--- src/rtl/sentinel_match_bank.sv ---
// sentinel_match_bank: a table of ENTRY_COUNT programmable masked sentinels.
// Every valid input word is compared against all entries in parallel through
// a two-stage pipeline. The bank reports a per-entry match vector, an any-match
// flag, the lowest matching index, and per-entry sticky hit flags.
module sentinel_match_bank #(
   parameter int WORD_WIDTH  = 36,
   parameter int ENTRY_COUNT = 4,
   parameter int ADDR_WIDTH  = 2
) (
   input  logic                   clock,
   input  logic                   clear_n,
   input  logic                   cfg_wren,
   input  logic [ADDR_WIDTH-1:0]  cfg_addr,
   input  logic [WORD_WIDTH-1:0]  cfg_sentinel,
   input  logic [WORD_WIDTH-1:0]  cfg_mask,
   input  logic                   cfg_enable,
   input  logic                   in_valid,
   input  logic [WORD_WIDTH-1:0]  in,
   input  logic [ENTRY_COUNT-1:0] hit_clear,
   output logic                   out_valid,
   output logic [ENTRY_COUNT-1:0] match,
   output logic                   any_match,
   output logic [ADDR_WIDTH-1:0]  match_index,
   output logic [ENTRY_COUNT-1:0] hit_sticky
);

   // Sentinel table. Registers are used rather than RAM because reset must
   // clear every entry and all entries are read in the same cycle.
   logic [WORD_WIDTH-1:0]  sentinel_reg [ENTRY_COUNT];
   logic [WORD_WIDTH-1:0]  mask_reg     [ENTRY_COUNT];
   logic [ENTRY_COUNT-1:0] enable_reg;

   // Stage 1 holds the captured word.
   logic                   s1_valid_reg;
   logic [WORD_WIDTH-1:0]  s1_word_reg;

   // Stage 2 holds the compare results.
   logic [ENTRY_COUNT-1:0] match_next;
   logic [ADDR_WIDTH-1:0]  index_next;
   logic                   valid_reg;
   logic [ENTRY_COUNT-1:0] match_reg;
   logic                   any_reg;
   logic [ADDR_WIDTH-1:0]  index_reg;
   logic [ENTRY_COUNT-1:0] sticky_reg;

   // Table write: one entry per cycle. Addresses with no matching entry are dropped.
   always_ff @(posedge clock) begin
      if (!clear_n) begin
         for (int i = 0; i < ENTRY_COUNT; i++) begin
            sentinel_reg[i] <= '0;
            mask_reg[i]     <= '0;
         end
         enable_reg <= '0;
      end else if (cfg_wren) begin
         for (int i = 0; i < ENTRY_COUNT; i++) begin
            if (cfg_addr == ADDR_WIDTH'(i)) begin
               sentinel_reg[i] <= cfg_sentinel;
               mask_reg[i]     <= cfg_mask;
               enable_reg[i]   <= cfg_enable;
            end
         end
      end
   end

   // Stage 1: capture the incoming word and its valid flag.
   always_ff @(posedge clock) begin
      if (!clear_n) begin
         s1_valid_reg <= 1'b0;
         s1_word_reg  <= '0;
      end else begin
         s1_valid_reg <= in_valid;
         s1_word_reg  <= in;
      end
   end

   // Each entry compares the stage-1 word with the current table contents.
   // Gating with s1_valid_reg makes an invalid slot produce an all-zero result.
   for (genvar gi = 0; gi < ENTRY_COUNT; gi++) begin : g_cmp
      assign match_next[gi] = s1_valid_reg & enable_reg[gi] &
                              (((s1_word_reg ^ sentinel_reg[gi]) & mask_reg[gi]) == '0);
   end

   // Priority encoder: scan from high to low so that the lowest index wins.
   always_comb begin
      index_next = '0;
      for (int i = ENTRY_COUNT - 1; i >= 0; i--) begin
         if (match_next[i]) index_next = ADDR_WIDTH'(i);
      end
   end

   // Stage 2: register the results for the word that was in stage 1.
   always_ff @(posedge clock) begin
      if (!clear_n) begin
         valid_reg <= 1'b0;
         match_reg <= '0;
         any_reg   <= 1'b0;
         index_reg <= '0;
      end else begin
         valid_reg <= s1_valid_reg;
         match_reg <= match_next;
         any_reg   <= |match_next;
         index_reg <= index_next;
      end
   end

   // Sticky hits: a new hit is ORed in after the clear, so a set wins over a clear.
   always_ff @(posedge clock) begin
      if (!clear_n) begin
         sticky_reg <= '0;
      end else begin
         sticky_reg <= (sticky_reg & ~hit_clear) | (valid_reg ? match_reg : '0);
      end
   end

   assign out_valid   = valid_reg;
   assign match       = match_reg;
   assign any_match   = any_reg;
   assign match_index = index_reg;
   assign hit_sticky  = sticky_reg;

endmodule

--- config.mk ---
export PLATFORM = sky130hd
export DESIGN_NAME = sentinel_match_bank
export DESIGN_NICKNAME = d
export VERILOG_FILES = /design/src/rtl/sentinel_match_bank.sv
export SDC_FILE = /design/constraint.sdc
export NUM_CORES = 1
export LEC_CHECK = 0
export CORE_MARGIN = 10
export CORE_UTILIZATION = 40
export DETAILED_ROUTE_END_ITERATION = 8
export GPL_ROUTABILITY_DRIVEN = 0
export PLACE_DENSITY = 0.6
export SYNTH_ARGS = -nofsm -noshare
export SYNTH_HDL_FRONTEND = slang
export SYNTH_SLANG_ARGS = --single-unit
export TNS_END_PERCENT = 5
--- constraint.sdc ---
create_clock -name clock -period 7.27 [get_ports clock]
set_clock_uncertainty 0.15 [all_clocks]
set_input_delay 1.454 -clock clock [delete_from_list [all_inputs] [get_ports clock]]
set_output_delay 1.454 -clock clock [all_outputs]
set_load 0.05 [all_outputs]
==> impl_results.md, run 1 <==
* Status: completed
* Number of detailed-routing iterations run before antenna repair at 5
* Worst Tran Pin Value at 1190 ps
* Sequence of cells on the critical path: clkdlybuf4s50_1 -> nand2_1 -> o21ai_4 -> buf_4
* Layout Nets at 1244
* Max IR drop VDD at 0.183 mV
* Worst slew margin at 20.1%
* Setup crit start kind: input pin
* Critical Path AT at 3810 ps
* Post-synth EDFFs at 288
* Top-level I/O count at 131
* Root cell of the clock tree: sky130_fd_sc_hd__clkbuf_16
* RSZ-0062 raised after global routing: false
* Proportion of netlist area held by the largest area contributor at 61.2%
* Worst Path Required at 7270 ps
* Port bufs at 130
* Detailed-route DRC error count at 0
* Global-route wire length before repair at 52.2 mm
* Number of levels in the clock H-tree at 2
* Cell area after technology mapping at 14100 µm²
* P_leak at 6.44 nW
* Post-synthesis cell type count at 31
* Area growth, synth to finish at 21.2%
* Minimum clock period after layout at 3810 ps
* Critical path fanouts, max at 40
* Flops & latches, synth at 341
* Resize count post-CTS at 0
* Total clock buffers created by CTS at 38
* Cell count after synthesis at 985
* Antenna-violating nets left at 0
* Total via count in the routed design at 7902
* Stage delay of the slowest cell on the critical path at 920 ps
* Number of buffers on the longest clock path at 3
* Upper clock frequency limit at 262 MHz
* Post-Synthesis Net Count at 1104
* Vias in the first global route at 8325
* Clock transition at the registers of the reported paths at 60 ps
* Max-slew violations at 0
* Count leader, synth: sky130_fd_sc_hd__and2_1
* Inserted Diodes at 0
* Top cell types by occurrence after synthesis: sky130_fd_sc_hd__and2_1, sky130_fd_sc_hd__edfxtp_1, sky130_fd_sc_hd__xor2_1, sky130_fd_sc_hd__dfxtp_1, sky130_fd_sc_hd__clkbuf_1
* Remaining global-route overflow at 0
* Number of maximum-capacitance constraint violations at 0
* Total setup violations reported at the end of the flow at 0
* Cell total after placement at 1540
* Floorplan Core Area at 34700 µm²
* Category of the critical setup timing path: in -> reg
* Clock latency on the worst-skew pair at 520 ps
* PwrDens at 262 nW/µm²
* Antenna violations before repair at 0
* Worst hold-check path type: reg -> reg
* Number of violations reported at the end of detailed-routing iteration 0 at 537
* DIE WIDTH at 208 µm
* Die area at 43300 µm²
* Synth async-reset ratio at 0%
* Final hold viol count at 0
* Sum Neg Setup Slack at 0 ps
* Standard-cell row count at 68
* Number of clock sinks at 341
* Overall Global Routing Usage at 15.6%
* Most area-consuming cells after synthesis: sky130_fd_sc_hd__edfxtp_1, sky130_fd_sc_hd__and2_1, sky130_fd_sc_hd__xor2_1, sky130_fd_sc_hd__dfxtp_1, sky130_fd_sc_hd__a22oi_1
* Detailed Route WL at 34.5 mm
* Setup Buffers After CTS at 0
* Per-cell via count in the routed design at 4.91
* Category of cells accounting for the largest share of critical-path delay: buffers and inverters
* Sequential area share after synthesis at 68.7%
* Starting utilization of the core area at 40.7%
* Post-synthesis average cell area at 14.4 µm²
* Master of the slowest instance on the critical path: sky130_fd_sc_hd__o21ai_4
* Mean routed wirelength per cell at 21.4 µm
* Die H at 208 µm
* Prevailing post-synth register cell: sky130_fd_sc_hd__edfxtp_1
* Cts hold-fix bufs at 0
* Maximum number of pins on one net before global-route repair at 74
* Final worst-path cycle share at 52.4%
* Half-perimeter wire length after detailed placement at 23.0 mm
* Final standard cell count with taps included and fillers excluded at 1609
* Library cell occupying the most area in the post-synthesis netlist: sky130_fd_sc_hd__edfxtp_1
* Share of final-layout standard cells stronger than drive strength 1 at 6.50%
* Combined buffer and inverter count along the critical path at 2
* TritonCTS clock tree: built
* Count of synthesis-stage warnings from yosys at 0
* Crit end category: flop
routing by layer:
metal,routed length (µm),global-route usage (%),vias up
met5,0,0,-
met4,512,3.46,0
met3,1240,2.19,41
met2,16300,25.2,163
met1,16400,21.8,3940
li1,-,-,3758
power breakdown:
| group | leakage (nW) | internal [mW] | switching [mW] |
|---|---|---|---|
| Sequential | 3.27 | 2.26 | 0.0660 |
| Clock | 0.569 | 1.07 | 0.750 |
| Combinational | 2.60 | 0.153 | 0.198 |
| Total | 6.44 | 3.48 | 1.01 |
final timing paths:
path	slack, ps	start	to	cells after the start
worst max-delay path	3460	cfg_addr[0]	sentinel_reg[1][12]	4
worst min-delay path	310	match[2]	hit_sticky[2]	2
worst max register to register	4210	s1_word_reg[34]	match_index[1]	7
worst min register to register	310	match[2]	hit_sticky[2]	2
final cells by class:
cell class	instances	area, µm²
fill	3043	17600
sequential	341	9710
multi-input combinational	606	4330
timing repair buffer	136	1340
clock buffer	57	1080
tap	455	569
clock inverter	12	90.1
inverter	2	7.51
cells by family (layout without fill, tap and decap cells):
logic type,after synthesis,in the layout,share of synthesized area [%]
buffers and inverters,38,207,1.01
flip-flops,341,341,68.7
AO/OA/AOI/OAI,81,81,4.75
AND/OR/NAND/NOR,381,381,16.6
XOR/XNOR,144,144,8.98
stage by stage:
stage	area, µm²	setup slack (ps)	total power [mW]	hold slack (ps)	utilization, %
detailed placement	16000	2900	2.72	310	46.0
global placement	16000	2990	2.72	303	46.0
finish	17100	3460	4.49	315	49.4
floorplan	14100	1660	2.53	295	-
global route	17100	3220	4.65	339	49.4
CTS	17100	3440	4.53	317	49.4
placed cells by master, fill, tap and decap left out, types with 2 or more instances in the layout:
master,instances
sky130_fd_sc_hd__nor3b_2,2
sky130_fd_sc_hd__clkbuf_1,14
sky130_fd_sc_hd__a221oi_2,3
sky130_fd_sc_hd__and2_1,327
sky130_fd_sc_hd__a22o_1,17
sky130_fd_sc_hd__nand2b_1,4
sky130_fd_sc_hd__dfxtp_1,53
sky130_fd_sc_hd__nand3_1,8
sky130_fd_sc_hd__nor2_1,5
sky130_fd_sc_hd__clkdlybuf4s50_1,129
sky130_fd_sc_hd__xor2_1,143
sky130_fd_sc_hd__clkinvlp_4,2
sky130_fd_sc_hd__a22oi_1,30
sky130_fd_sc_hd__clkbuf_16,39
sky130_fd_sc_hd__a222oi_1,4
sky130_fd_sc_hd__edfxtp_1,288
sky130_fd_sc_hd__nand2_1,13
sky130_fd_sc_hd__a32o_1,3
sky130_fd_sc_hd__nand4_1,10
sky130_fd_sc_hd__nand2_4,3
sky130_fd_sc_hd__clkbuf_8,4
sky130_fd_sc_hd__a21oi_1,6
sky130_fd_sc_hd__buf_4,6
sky130_fd_sc_hd__a221oi_1,14
sky130_fd_sc_hd__or4_4,2
sky130_fd_sc_hd__clkinv_1,4
sky130_fd_sc_hd__clkinv_2,5
worst reg2reg max path: cells and delay by family, from the launching register on:
kind,cells,cell delay (ps)
AOI/OAI and AO/OA,1,520
xor gates and xnor gates,1,180
DFF,1,370
and+or+nand+nor,5,1740
Note: power is estimated with default switching activity, not from simulation.
==> run 2: changes to the inputs <==
Clock period 7.27 ns to 3.35 ns, I/O delays scaled along.
==> impl_results.md, run 2 (synthesis results as in run 1) <==
* Status: completed
* Die H at 208 µm
* Area growth, synth to finish at 22.7%
* Master of the slowest instance on the critical path: sky130_fd_sc_hd__a22oi_1
* Upper clock frequency limit at 379 MHz
* Global-route wire length before repair at 51.7 mm
* Resize count post-CTS at 0
* Crit-path most repeated cell: sky130_fd_sc_hd__nand4_1
* Number of maximum-capacitance constraint violations at 0
* Number of clock sinks at 341
* Global routing met1 resource utilization at 21.7%
* Global-route layer with the greatest usage: met2
* GRT met3 Usage at 2.29%
* Max IR drop VDD at 0.299 mV
* Total clock buffers created by CTS at 37
* Starting utilization of the core area at 40.7%
* Minimum clock period after layout at 2640 ps
* Final standard cell count with taps included and fillers excluded at 1621
* Die area at 43300 µm²
* Inserted Diodes at 0
* Max-slew violations at 0
* Number of detailed-routing iterations run before antenna repair at 5
* Critical path fanouts, max at 4
* Stage delay of the slowest cell on the critical path at 500 ps
* Layout Nets at 1256
* Floorplan Core Area at 34700 µm²
* Most frequent standard cell in the layout excluding fill and tap cells: sky130_fd_sc_hd__and2_1
* Per-cell via count in the routed design at 4.89
* Sum Neg Setup Slack at 0 ps
* Hold slack final at 303 ps
* Remaining global-route overflow at 0
* Share of final-layout standard cells stronger than drive strength 1 at 7.38%
* Top-level I/O count at 131
* Worst Tran Pin Value at 591 ps
* Detailed Route WL at 34.5 mm
* Cts hold-fix bufs at 0
* Number of buffers on the longest clock path at 3
* RSZ-0062 raised after global routing: false
* Total setup violations reported at the end of the flow at 0
* Sequence of cells on the critical path: xor2_1 -> a22oi_1 -> nand4_1 -> nor4_1 -> buf_4 -> nand4_1 -> and2_1 -> and3_1
* Number of levels in the clock H-tree at 2
* Standard-cell row count at 68
* Global routing usage on met2 at 25.1%
* Category of the critical setup timing path: reg -> reg
* Root cell of the clock tree: sky130_fd_sc_hd__clkbuf_16
* P_leak at 6.54 nW
* End-of-flow core utilization at 50.0%
* PwrDens at 560 nW/µm²
* Antenna violations before repair at 1
* Total via count in the routed design at 7925
* Setup crit start kind: flop
* Detailed-route DRC error count at 0
* Worst hold-check path type: reg -> reg
* Overall Global Routing Usage at 15.6%
* Half-perimeter wire length after detailed placement at 24.3 mm
* Total Power Consumption at 9.72 mW
* Highest-count cells in the layout ignoring fill and taps: sky130_fd_sc_hd__and2_1, sky130_fd_sc_hd__edfxtp_1, sky130_fd_sc_hd__xor2_1
* Setup Buffers After CTS at 0
* Critical Path AT at 2880 ps
* Cell total after placement at 1553
* Vias in the first global route at 8235
* Number of violations reported at the end of detailed-routing iteration 0 at 519
* Final worst-path cycle share at 78.8%
* Worst Path Required at 3590 ps
* Mean routed wirelength per cell at 21.3 µm
* Maximum number of pins on one net before global-route repair at 74
* Port bufs at 130
* Antenna-violating nets left at 0
* Worst slew margin at 60.6%
* Crit end category: flop
* Clock latency on the worst-skew pair at 520 ps
* Final hold viol count at 0
* Clock transition at the registers of the reported paths at 60 ps
* TritonCTS clock tree: built
* DIE WIDTH at 208 µm
-- run 2: changes by cell type in the layout (fill, tap and decap cells not counted), sizes merged --
cell,change
buf,+13
bufinv,-1
clkbuf,+3
clkinv,-2
clkinvlp,-1
-- run 2: cell type report --
type                            instances  area [µm²]
Clock inverter                          8        41.3
Inverter                                2        7.51
Clock buffer                           60        1120
Fill cell                            3055       17400
Timing Repair Buffer                  149        1560
Sequential cell                       341        9710
Tap cell                              455         569
Multi-Input combinational cell        606        4330
-- run 2: power by group --
group | internal, mW | switching, mW | total, mW | leakage [nW]
clock | 2.30 | 1.59 | 3.88 | 0.566
sequential | 4.90 | 0.143 | 5.04 | 3.27
combinational | 0.360 | 0.437 | 0.797 | 2.70
total | 7.56 | 2.16 | 9.72 | 6.54
-- run 2: worst paths after layout --
path | start | slack [ps] | endpoint | cells past startpoint
min | match[3] | 300 | hit_sticky[3] | 2
min reg2reg | match[3] | 300 | hit_sticky[3] | 2
max | s1_word_reg[34] | 710 | match_index[1] | 8
max reg2reg | s1_word_reg[34] | 710 | match_index[1] | 8
-- run 2: critical path: cells and delay by family (launching register included) --
kind / cells / cell delay, ps
AO/OA/AOI/OAI: 1 / 500
XOR/XNOR: 1 / 180
buffers and inverters: 1 / 180
flip-flops: 1 / 370
AND/OR/NAND/NOR: 5 / 1130
-- run 2: layer usage --
layer / vias to the layer above / wire [µm]
met2: 187 / 16400
met4: 0 / 529
met1: 3916 / 16000
met5: - / 0
met3: 39 / 1590
li1: 3783 / -
-- run 2: per-stage QoR --
step	area, µm²	setup slack (ps)
after global routing	17300	589
after floorplan	14100	17.6
after CTS	17300	670
final	17300	712
after detailed placement	16200	604
after global placement	16200	631
